===== config.mk =====
export PLATFORM = sky130hd
export DESIGN_NAME = ifstmt_chan_engine
export DESIGN_NICKNAME = d
export VERILOG_FILES = /design/src/rtl/ifstmt_chan_engine.sv
export SDC_FILE = /design/constraint.sdc
export NUM_CORES = 1
export LEC_CHECK = 0
export CORE_AREA = 2 2 103 105
export DETAILED_ROUTE_END_ITERATION = 6
export DIE_AREA = 0 0 105 107
export GPL_TIMING_DRIVEN = 0
export HOLD_SLACK_MARGIN = 0.06
export PLACE_DENSITY_LB_ADDON = 0.12
export SLEW_MARGIN = 20
export SYNTH_ARGS = -nofsm -noshare
export SYNTH_HDL_FRONTEND = slang
export SYNTH_SLANG_ARGS = --single-unit

===== constraint.sdc =====
create_clock -name clk -period 2.9 [get_ports clk]
set_input_delay 0.435 -clock clk [delete_from_list [all_inputs] [get_ports clk]]
set_output_delay 0.435 -clock clk [all_outputs]
set_load 0.02 [all_outputs]

===== src/rtl/ifstmt_chan_engine.sv =====
// ifstmt_chan_engine
// Multi-channel priority-if register engine. Each accepted operation applies a
// sel-coded update rule to one of CHANNELS register sets (buffer, data_out,
// branch_flag). Operations are captured in IDLE, applied in APPLY, and a
// sel==4'b1111 op adds a HOLD stall of HOLD_CYCLES cycles.
//
// Ports:
//   clk          single clock, rising edge
//   rst_n        synchronous active-low reset
//   in_valid     operation offered
//   in_ready     high only in IDLE
//   ch_sel       target channel (out-of-range channels are accepted, no effect)
//   sel          operation code
//   data_in      operand
//   data_out     per-channel result, channel k at [k*WIDTH +: WIDTH]
//   branch_flag  per-channel flag
//   out_valid    one-cycle pulse per completed op
//   busy         !in_ready
//   comb_preview combinational preview of what ch_sel/sel/data_in would give
//
// state | meaning
// IDLE  | ready, waiting for in_valid
// APPLY | captured op is written into the target channel
// HOLD  | stall after a sel==4'b1111 op, counter counts down to 1

module ifstmt_chan_engine #(
  parameter int WIDTH       = 8,
  parameter int CHANNELS    = 4,
  parameter int HOLD_CYCLES = 3,
  localparam int CW         = (CHANNELS > 1) ? $clog2(CHANNELS) : 1
) (
  input  logic                      clk,
  input  logic                      rst_n,
  input  logic                      in_valid,
  output logic                      in_ready,
  input  logic [CW-1:0]             ch_sel,
  input  logic [3:0]                sel,
  input  logic [WIDTH-1:0]          data_in,
  output logic [CHANNELS*WIDTH-1:0] data_out,
  output logic [CHANNELS-1:0]       branch_flag,
  output logic                      out_valid,
  output logic                      busy,
  output logic [WIDTH-1:0]          comb_preview
);

  localparam int CNTW = $clog2(HOLD_CYCLES + 1);

  localparam logic [WIDTH-1:0] PAT_55 = {(WIDTH/8){8'h55}};
  localparam logic [WIDTH-1:0] PAT_AA = {(WIDTH/8){8'hAA}};
  localparam logic [WIDTH-1:0] PAT_3C = {(WIDTH/8){8'h3C}};
  localparam logic [WIDTH-1:0] PAT_F0 = {(WIDTH/8){8'hF0}};
  localparam logic [WIDTH-1:0] PAT_0F = {(WIDTH/8){8'h0F}};

  typedef enum logic [1:0] {IDLE, APPLY, HOLD} state_t;

  state_t              state;
  logic [CW-1:0]       op_ch;
  logic [3:0]          op_sel;
  logic [WIDTH-1:0]    op_din;
  logic [CNTW-1:0]     cnt;

  logic [WIDTH-1:0]    buf_q [CHANNELS];
  logic [WIDTH-1:0]    dat_q [CHANNELS];
  logic [CHANNELS-1:0] flag_q;

  // Old values of the captured channel; out-of-range reads as zero.
  logic [WIDTH-1:0]    cur_b, cur_d;
  logic                cur_f;
  logic [WIDTH-1:0]    nxt_b, nxt_d;
  logic                nxt_f;

  always_comb begin
    cur_b = '0;
    cur_d = '0;
    cur_f = 1'b0;
    for (int k = 0; k < CHANNELS; k++) begin
      if (int'(op_ch) == k) begin
        cur_b = buf_q[k];
        cur_d = dat_q[k];
        cur_f = flag_q[k];
      end
    end
  end

  always_comb begin
    nxt_b = cur_b;
    nxt_d = cur_d;
    nxt_f = cur_f;
    if (op_sel[3]) begin
      nxt_b = op_din;
      nxt_d = op_din;
      nxt_f = 1'b1;
    end else if (op_sel[2:1] == 2'b10) begin
      nxt_b = ~op_din;
      nxt_d = ~op_din;
      nxt_f = 1'b0;
    end else begin
      if (op_sel[0]) begin
        nxt_b = {cur_d[WIDTH-2:0], op_din[0]};
        nxt_f = ~cur_f;
      end else begin
        nxt_b = cur_d + WIDTH'(1);
        nxt_f = 1'b0;
      end
      nxt_d = cur_b[0] ? cur_b : ~cur_b;
      if (op_sel == 4'b0000) nxt_d = PAT_AA;
    end
    // Override uses the pre-op data_out, not anything computed above.
    if (op_sel[3] && op_sel[0]) nxt_d = cur_d | PAT_55;
  end

  // Preview path works on live inputs and the current channel state.
  logic [WIDTH-1:0] pv_b;
  logic             pv_f;

  always_comb begin
    pv_b = '0;
    pv_f = 1'b0;
    for (int k = 0; k < CHANNELS; k++) begin
      if (int'(ch_sel) == k) begin
        pv_b = buf_q[k];
        pv_f = flag_q[k];
      end
    end
  end

  always_comb begin
    comb_preview = data_in;
    if (sel[3]) begin
      comb_preview = data_in ^ PAT_3C;
    end else if (sel[2]) begin
      comb_preview = {sel, data_in[WIDTH-5:0]};
    end else begin
      case (sel[1:0])
        2'b01:   comb_preview = pv_b + WIDTH'(2);
        2'b10:   comb_preview = pv_b - WIDTH'(2);
        default: comb_preview = pv_b;
      endcase
      if (pv_f) comb_preview = comb_preview & PAT_F0;
    end
    if (!pv_f && sel == 4'b1111) comb_preview = comb_preview | PAT_0F;
  end

  always_ff @(posedge clk) begin
    if (!rst_n) begin
      state     <= IDLE;
      op_ch     <= '0;
      op_sel    <= '0;
      op_din    <= '0;
      cnt       <= '0;
      out_valid <= 1'b0;
      flag_q    <= '0;
      for (int k = 0; k < CHANNELS; k++) begin
        buf_q[k] <= '0;
        dat_q[k] <= '0;
      end
    end else begin
      out_valid <= 1'b0;
      case (state)
        IDLE: begin
          if (in_valid) begin
            op_ch  <= ch_sel;
            op_sel <= sel;
            op_din <= data_in;
            state  <= APPLY;
          end
        end
        APPLY: begin
          out_valid <= 1'b1;
          for (int k = 0; k < CHANNELS; k++) begin
            if (int'(op_ch) == k) begin
              buf_q[k]  <= nxt_b;
              dat_q[k]  <= nxt_d;
              flag_q[k] <= nxt_f;
            end
          end
          if (op_sel == 4'b1111) begin
            cnt   <= CNTW'(HOLD_CYCLES);
            state <= HOLD;
          end else begin
            state <= IDLE;
          end
        end
        HOLD: begin
          cnt <= cnt - CNTW'(1);
          if (cnt == CNTW'(1)) state <= IDLE;
        end
        default: state <= IDLE;
      endcase
    end
  end

  assign in_ready    = (state == IDLE);
  assign busy        = !in_ready;
  assign branch_flag = flag_q;

  for (genvar k = 0; k < CHANNELS; k++) begin : g_dout
    assign data_out[k*WIDTH +: WIDTH] = dat_q[k];
  end

endmodule


==> metrics.txt <==
status=finished, violations left; failing checks=negative setup slack; share of post-route cells with drive strength above 1=17.08%; clk_lat worst skew=0.37 ns; CP max FO=2; Max stage delay on crit path=0.55 ns; number of synthesized flops with an enable pin=64; peak supply drop=0.0003134 V; htree depth=3; fmax=0.3194 GHz; P_leak=2.215 nW; via count=4,160; gr ovfl total=0; net count after synthesis=502; Chip Width=105 µm; initial antenna violation count=0; most area-consuming cells after synthesis=edfxtp_1 (39%), dfxtp_1 (9.2%), mux4_2 (8.1%); DRT iter0 DRCs=378; dpl ws=-1.114 ns; Bufs on Longest Clock Path=2; PwrDens=476.9 nW/µm²; top cell type by total area after synthesis=edfxtp_1; PnR worst setup slack=-0.2309 ns; flip-flop and latch area=2382 µm²; core region area=10,090 µm²; syn_area_per_cell=10.50 µm²; mapped cell area=4990 µm²; Initial Util=49.44%; post-DP HPWL=10.25 mm; first-pass GRT wire length=22.60 mm; footprint of the multi-input gates=2575 µm²; hold_buf cts=0; Area Growth Syn to Fin=24.42%; worst endpoint data arrival time=2.70 ns; Synth Register Bits=87; CTS tree=built; Netlist cell types=61; Hold/Removal Path Class=in2reg; Ports=64; CP bufs+invs=2; Crit path max-delay family=multiplexers; Relative slew margins=47.12%; crit-path cells=mux4_2 -> ha_4 -> buf_4 -> nor4_1 -> a311oi_2 -> o211ai_1 -> xor2_1 -> a22o_1 -> buf_6; max cap viols=0; Crit. End Element=primary output; Required @ worst endpoint=2.47 ns; share of the synthesized area in the top cell type=38.52%; Tcrit/Tclk final=108.0%; final hold slack=0.4409 ns; Final Max Slew Viols=0; Cell Rows=37; sequential-to-total area share from yosys stat=47.74%; RSZ-0062 raised after global routing=true; most frequent cells in the layout=nor2_1 (94), edfxtp_1 (64), clkdlybuf4s50_1 (51), nand2_1 (41), a21oi_1 (33); Total GRT Usage=26.93%; drt total wl=14.61 mm; clock-pin slew on the worst setup and hold paths=0.08 ns; ANT cells=0; crit start category=register; Setup Skew=0.01848 ns; pin count of the biggest net entering global routing=18; die area=11,240 µm²; ys async rst share=0%; Initial DRT Pass Iterations=7; endpoints failing setup=5; chip height=107 µm; fin nets=584; critical path type=reg2out; Syn. warnings=0; Slew @ Worst Pin=0.7903 ns; crit path time final=3.131 ns; vias in the first global route=4,017; Slowest cell on crit path=mux4_2; drt via density=5.960; most common cell after layout, fill and taps aside=nor2_1; CTS buffer count=9; WL per Instance=20.93 µm; TritonCTS Sinks=87; final hold viol count=0; gp weighted congestion=0.9177; Most used DFF post-synth=edfxtp_1; IO Port Bufs=60; DRC viols=0; Post-Synthesis Cells=475; fill count=876; clk root buf=clkbuf_8; Final ANT Viol Nets=0
## worst paths after layout
| path | cells past startpoint | from | slack [ns] | endpoint |
|---|---|---|---|---|
| setup reg to reg | 9 | op_ch[1] | 0.14 | buf_q[2][6] |
| hold reg to reg | 1 | cnt[0] | 0.48 | cnt[0] |
| hold / removal | 3 | ch_sel[0] | 0.44 | op_ch[0] |
| setup / recovery | 9 | buf_q[2][6] | -0.23 | comb_preview[7] |
## through the flow
step | setup TNS, ns | util, % | cell area (µm²) | cells | power [mW]
after floorplan | 0 | - | 5001 | 475 | 1.909
after detailed placement | -13.28 | 57.81 | 5834 | 672 | 2.167
after global routing | -1.359 | 61.52 | 6208 | 698 | 3.082
after global placement | -77.33 | 57.19 | 5772 | 671 | 2.148
after CTS | -0.6400 | 61.00 | 6156 | 696 | 2.944
final | -0.6378 | 61.52 | 6208 | 698 | 2.961
## synth_stat cells, types with 2 or more instances
cell	instances
a31oi_1	4
ha_1	9
buf_2	5
nand4_1	2
a221oi_1	7
inv_1	19
dfxtp_1	23
or3_1	3
mux4_2	18
nand3_1	8
o31a_1	2
o21ai_0	17
o22ai_1	5
edfxtp_1	64
nand2_1	42
xnor2_1	7
nor2_1	94
nor2b_1	4
nand2b_1	7
mux4_1	8
nor4_1	2
o211ai_1	4
mux2_2	3
o211a_1	2
and2b_1	2
nor3_1	13
mux2i_1	4
a21oi_1	35
xor2_1	5
a211oi_1	4
o31ai_1	2
clkbuf_1	22
## flip-flops by register name (all words and copies together), names as in the netlist
name	flops
op_sel	4
branch_flag	4
dat_q	32
buf_q	32
out_valid	1
op_ch	2
state	2
cnt	2
op_din	8
## cell type report
cell class / count / area share (%)
well taps: 136 / 2.741
clock inverters: 1 / 0.08061
plain buffers: 31 / 2.600
multi-input cells: 338 / 41.48
flip-flops and latches: 87 / 38.37
inverters: 19 / 1.149
repair buffers: 71 / 11.06
clock buffers: 15 / 2.519
## logic make-up after synthesis
group,synth area share (%)
simple gates,16.83
buf+inv,4.438
compound gates,12.41
fa+ha+maj,2.658
mux,13.82
flops,47.74
xor+xnor,2.106
## metal layers
layer,track usage (%),vias to the layer above,routed length [µm]
li1,-,1909,-
met5,0,-,0
met4,6.381,0,213
met1,38.22,2050,6424
met3,6.687,17,1166
met2,41.93,184,6805
## report_power, final
part           switching [mW]  internal, mW  leakage (nW)
clock                   0.418         0.336        0.0817
combinational           0.455         0.322          1.28
sequential             0.0377          1.39         0.854
total                   0.910          2.05          2.21
## worst reg2reg max path: cells and delay by family (launching register included)
family,cells,cell delay (ns)
compound gates,2,0.47
fa+ha+maj,1,0.27
buf+inv,2,0.59
flops,1,0.31
mux,2,0.60
simple gates,2,0.25
## repair_timing
item	in CTS	in global routing
setup buffers	8	2
hold endpoints to repair	0	0
endpoints found under the setup margin	7	40
gates resized for setup	62	13
pin swaps	20	8
cloned	0	0
No activity file was read; power rests on OpenSTA's default activity.
